### src/rtl/mux2to1_arbiter_if.sv
// mux2to1_arbiter_if: request/data and grant/result signals between two producers and the arbiter.
interface mux2to1_arbiter_if #(parameter int WIDTH = 16);
  logic             req1;
  logic             req2;
  logic [WIDTH-1:0] input1;
  logic [WIDTH-1:0] input2;
  logic             gnt1;
  logic             gnt2;
  logic             switch;
  logic [WIDTH-1:0] out;
  logic             out_valid;
  modport master (
    output req1, req2, input1, input2,
    input  gnt1, gnt2, switch, out, out_valid
  );
  modport slave (
    input  req1, req2, input1, input2,
    output gnt1, gnt2, switch, out, out_valid
  );
endinterface

### src/rtl/mux2to1_arbiter.sv
// mux2to1_arbiter: two-requester arbiter driving a registered 2:1 datapath mux, round-robin with bounded hold.
// Defining MUX_ARB_PRIORITY_EN switches to fixed priority for requester 1.
module mux2to1_arbiter #(
  parameter int WIDTH    = 16,
  parameter int MAX_HOLD = 4
) (
  input logic              clk,
  input logic              rst_n,
  mux2to1_arbiter_if.slave bus
);
  typedef enum logic [1:0] {IDLE, G1, G2} state_t;
  state_t           state, nxt;
  logic [7:0]       hold_cnt;
  logic             xfer1, xfer2, xfer, at_max;
  logic [WIDTH-1:0] word;
  assign xfer1  = state == G1 && bus.req1;
  assign xfer2  = state == G2 && bus.req2;
  assign xfer   = xfer1 || xfer2;
  assign word   = xfer1 ? bus.input1 : bus.input2;
  assign at_max = hold_cnt == 8'(MAX_HOLD - 1);
`ifdef MUX_ARB_PRIORITY_EN
  // Requester 1 preempts from every state; requester 2 only gets idle slots.
  always_comb nxt = bus.req1 ? G1 : bus.req2 ? G2 : IDLE;
`else
  logic [1:0] last;
  always_comb begin
    nxt = state;
    if (state == IDLE)
      nxt = (bus.req1 && bus.req2) ? (last == 2'd1 ? G2 : G1) : bus.req1 ? G1 : bus.req2 ? G2 : IDLE;
    else if (state == G1)
      nxt = !bus.req1 ? (bus.req2 ? G2 : IDLE) : (bus.req2 && at_max) ? G2 : G1;
    else
      nxt = !bus.req2 ? (bus.req1 ? G1 : IDLE) : (bus.req1 && at_max) ? G1 : G2;
  end
  always_ff @(posedge clk or negedge rst_n)
    if (!rst_n) last <= 2'd2;
    else if (nxt != state && state != IDLE) last <= state == G1 ? 2'd1 : 2'd2;
`endif
  always_ff @(posedge clk or negedge rst_n)
    if (!rst_n) begin
      state         <= IDLE;
      hold_cnt      <= '0;
      bus.gnt1      <= 1'b0;
      bus.gnt2      <= 1'b0;
      bus.switch    <= 1'b0;
      bus.out       <= '0;
      bus.out_valid <= 1'b0;
    end else begin
      state         <= nxt;
      hold_cnt      <= nxt != state ? '0 : (xfer && !at_max) ? hold_cnt + 8'd1 : hold_cnt;
      bus.gnt1      <= nxt == G1;
      bus.gnt2      <= nxt == G2;
      bus.switch    <= nxt == G1;
      bus.out_valid <= xfer;
      if (xfer) bus.out <= word;
    end
endmodule

### src/flat_wrapper.sv
// flat-port wrapper written by rule: the top's interface ports become plain ports
module mux2to1_arbiter_flat 
#(
  parameter int WIDTH    = 16,
  parameter int MAX_HOLD = 4
)
  (clk, rst_n, bus_req1, bus_req2, bus_input1, bus_input2, bus_gnt1, bus_gnt2, bus_switch, bus_out, bus_out_valid);
  mux2to1_arbiter_if #(.WIDTH(WIDTH)) bus_i ();
  input logic clk;
  input logic rst_n;
  input wire logic [$bits(bus_i.req1)-1:0] bus_req1;
  input wire logic [$bits(bus_i.req2)-1:0] bus_req2;
  input wire logic [$bits(bus_i.input1)-1:0] bus_input1;
  input wire logic [$bits(bus_i.input2)-1:0] bus_input2;
  output wire logic [$bits(bus_i.gnt1)-1:0] bus_gnt1;
  output wire logic [$bits(bus_i.gnt2)-1:0] bus_gnt2;
  output wire logic [$bits(bus_i.switch)-1:0] bus_switch;
  output wire logic [$bits(bus_i.out)-1:0] bus_out;
  output wire logic [$bits(bus_i.out_valid)-1:0] bus_out_valid;
  assign bus_i.req1 = bus_req1;
  assign bus_i.req2 = bus_req2;
  assign bus_i.input1 = bus_input1;
  assign bus_i.input2 = bus_input2;
  assign bus_gnt1 = bus_i.gnt1;
  assign bus_gnt2 = bus_i.gnt2;
  assign bus_switch = bus_i.switch;
  assign bus_out = bus_i.out;
  assign bus_out_valid = bus_i.out_valid;
  mux2to1_arbiter #(.WIDTH(WIDTH), .MAX_HOLD(MAX_HOLD)) u_core (.clk(clk), .rst_n(rst_n), .bus(bus_i));
endmodule
### config.mk
export PLATFORM = sky130hd
export DESIGN_NAME = mux2to1_arbiter_flat
export DESIGN_NICKNAME = d
export VERILOG_FILES = /design/src/rtl/mux2to1_arbiter_if.sv /design/src/rtl/mux2to1_arbiter.sv /design/src/flat_wrapper.sv
export SDC_FILE = /design/constraint.sdc
export NUM_CORES = 1
export LEC_CHECK = 0
export ABC_AREA = 1
export BUFFER_PORTS_ARGS = -buffer_cell sky130_fd_sc_hd__buf_2
export CAP_MARGIN = 20
export CORE_MARGIN = 5
export CORE_UTILIZATION = 51
export CTS_BUF_LIST = sky130_fd_sc_hd__clkbuf_4 sky130_fd_sc_hd__clkbuf_8
export DETAILED_ROUTE_END_ITERATION = 8
export GPL_TIMING_DRIVEN = 0
export MAX_ROUTING_LAYER = met4
export PLACE_DENSITY = 0.8
export SETUP_SLACK_MARGIN = 0.4
export SLEW_MARGIN = 20
export SYNTH_ARGS = -nofsm -noshare
export SYNTH_HDL_FRONTEND = slang
export SYNTH_SLANG_ARGS = --single-unit
export TNS_END_PERCENT = 20
### constraint.sdc
create_clock -name clk -period 2 [get_ports clk]
set_input_delay 0.4 -clock clk [delete_from_list [all_inputs] [get_ports clk]]
set_output_delay 0.4 -clock clk [all_outputs]
set_load 0.1 [all_outputs]
==> results by group <==
Status
  – Status: complete, no violations

Placed design
  – Area of placed instances: 0.00188 mm2
  – RD Place Congestion: between 0.8 and 0.9
  – Placed Cells: roughly 270
  – DP Wirelength: around 2600 um
  – Input/output buffers: between 50 and 60

Die
  – Die width: around 65 um
  – Initial Util: roughly 52%
  – I/O Pins: 56
  – Die ar.: around 0.0043 mm2
  – Core region area: ~0.0030 mm2
  – Die span in y: about 65 um
  – Row count: 20

Worst hold path
  – Hold Path Class: input pin to async pin

Pwr
  – Total power: around 2.6 mW
  – P_leak: roughly 1.0 nW
  – Gate power share: a little over half
  – Max VDD drop: roughly 1.1 mV
  – Pint: 1.15 mW
  – Clk network pwr share: 14.7%
  – P_sw: about 1.4 mW
  – Power per standard cell area: about 1200 mW/mm2
  – Sw Share: 55.2%
  – Seq pwr share: ~33%

Routing
  – DRT iter0 DRCs: just over 100
  – DRT antenna net count: 0
  – Post-route DRC violation count: 0
  – Total Wirelength: between 4000 and 5000 um
  – DR vias: 1,511
  – DRT Pass-1 Iters: 4
  – Via-to-Cell Ratio: approximately 5.1
  – Routed wire per std cell: approximately 14 um

Flow run
  – Max-Cap Viols: 0

Timing
  – Hold WS: about 94 ps
  – Clock Skew: 13.6 ps
  – Least-Margin Pin Slew: approximately 680 ps
  – Fin crit period: ~1600 ps
  – Fmax achieved: just over 600 MHz
  – Total Neg Setup Slack: 0 ps
  – Max-slew headroom: 55.0%
  – Tcrit/Tclk final: between 80% and 90%
  – RSZ-0062 raised after global routing: yes
  – Final Hold Fails: 0
  – Fin. max-slew vios: 0
  – Final setup fails: 0

Yosys
  – Compound-Gate Fraction of Synth Area: between 10% and 20%
  – Warnings, synthesis: 0
  – Adder-cell share of the synthesized area: less than 1%
  – Syn_nets: roughly 220
  – Syn_area_per_cell: 8.49 um2
  – Sequential share of the synthesized area: between 40% and 50%
  – Synth Cell Area: ~0.0016 mm2
  – Mapped Cells: about 180
  – Xor and xnor area share after synthesis: 2.24%
  – Multiplexer area fraction after synthesis: 0%
  – Post-Synth Simple-Gate Area: 29.0%
  – Main combinational cell family by area after synthesis: simple AND/OR/NAND/NOR gates
  – #FFs+latches synth: 31
  – Count of cell types in the netlist: 26

Critical path
  – Worst r2r src: u_core.hold_cnt[0]
  – Critical path arrival: ~1900 ps
  – Critical path class: register to register
  – Max Fanout on Critical Path: 4
  – CP Capture Type: register
  – Critical path origin: u_core.hold_cnt[0]
  – Critical path startpoint category: register
  – Critical path data required time: ~2200 ps

Global routing
  – Met1 usage: 23.3%
  – Met2 Usage GRT: between 30% and 40%
  – Total congestion overflow: 0
  – M3 GR Usage: a little over 5%
  – GR peak layer: met2
  – Vias in the first global route: roughly 1,500
  – Largest net degree at the start of global routing: 32
  – Initial antenna violation count: 0
  – First-pass GRT wire length: a little over 6000 um
  – Global Route Usage Sum: between 10% and 20%

Cells and area
  – Layout cells sized above 1: roughly 44%
  – Design area: 0.00213 mm2
  – P&R area growth vs syn: 36.6%
  – Non-filler cells, final: around 290
  – Final nets: about 300
  – Antenna cells: 0

Clock tree
  – Maximum root-to-sink buffer count: 2
  – CTS root buf: clkbuf_4
  – Later-pin clock latency in the skew report: roughly 330 ps
  – H-tree depth: 2
  – Reg clk slew, reported paths: ~100 ps
  – CTS sink count: 31
  – Hold Buf Count CTS: 0
  – Num CTS Buffers: 5
  – CTS tree: built
final timing paths:
| check | to | slack (ps) | depth (start not counted) |
|---|---|---|---|
| setup / recovery | u_core.hold_cnt[6] | 370 | 10 |
| hold / removal | u_core.bus.out[15] | 90 | 1 |
| setup reg to reg | u_core.hold_cnt[6] | 370 | 10 |
| hold reg to reg | u_core.last[1] | 470 | 2 |
| max in group asynchronous | u_core.state[1] | 1420 | 1 |
| min in group clk | u_core.bus.out[15] | 320 | 3 |
critical path, stage by stage, from the launching register on:
cell	delay, ps
dfrtp_1	410
ha_2	200
nand2_2	90
nor2_4	40
nand2_2	70
buf_6	120
nand2_4	60
nor3_4	240
nand3_2	110
xor2_1	140
nor2_1	60
final cells by class:
type	count	area, um2
inverters	14	52.6
plain buffers	8	42.5
repair buffers	69	384
fillers	244	868
multi-input cells	132	777
well taps	33	41.3
clock buffers	6	51.3
flip-flops and latches	31	781
clock inverters	1	5.00
cell usage after synthesis, drive strengths merged:
cell,number,share of area [%]
dfstp,1,1.7
o21ai,20,6.4
nand2,29,8.4
nand4,1,0.80
a21oi,18,5.8
inv,14,3.4
buf,4,1.8
nand3,24,9.1
dfrtp,30,48
nor3,4,2.0
nor2,28,7.7
ha,1,0.80
xor2,4,2.2
nand3b,2,0.96
clkbuf,4,0.96
per-stage QoR:
stage / setup WS [ps] / utilization [%]
after floorplan: 385 / -
after global placement: 198 / 62.6
after detailed placement: 137 / 62.6
after CTS: 369 / 66.0
after global routing: 228 / 71.1
final: 372 / 71.1
layer usage:
metal / routed length, um / part of all wire [%] / up-vias
met5: 0 / 0 / -
met4: 31 / 0.77 / 0
met3: 204 / 5.1 / 5
met2: 2070 / 51 / 50
li1: - / - / 762
met1: 1710 / 43 / 694
state kept, by name (all words and copies together), names as in the netlist:
name,cells
u_core.bus.gnt1,1
u_core.bus.gnt2,1
u_core.bus.out,16
u_core.bus.out_valid,1
u_core.hold_cnt,8
u_core.last,2
u_core.state,2
power groups by stage:
stage | Sequential [mW] | Clock [mW] | Combinational, mW
floorplan | 1.67 | 0 | 0.239
global placement | 0.841 | 0 | 1.30
detailed placement | 0.839 | 0 | 1.31
CTS | 0.829 | 0.384 | 1.32
global route | 0.851 | 0.411 | 1.41
finish | 0.835 | 0.378 | 1.35
timing repair:
item                                   in CTS  in global routing
setup buffers                               5                  9
pin swaps                                   1                  9
resized for setup                           3                 22
gates cloned                                0                  1
setup endpoints to repair                  15                 20
endpoints found under the hold margin       0                  0
layout by cell type (no fill, tap or decap), types with 11 or more instances in the layout:
cell type / synthesis / final
a21oi_1: 18 / 18
buf_2: 1 / 56
buf_4: 1 / 14
dfrtp_1: 30 / 27
inv_1: 11 / 11
nand2_1: 24 / 15
nand2_2: 3 / 11
nand3_1: 21 / 19
nor2_1: 26 / 23
o21ai_0: 19 / 19
cell families (layout without fill, tap and decap cells):
logic type | Yosys count | after routing
fa+ha+maj | 1 | 1
simple gates | 88 | 89
xor+xnor | 4 | 4
flops | 31 | 31
buf+inv | 22 | 98
compound gates | 38 | 38
Note: power is estimated with default switching activity, not from simulation.
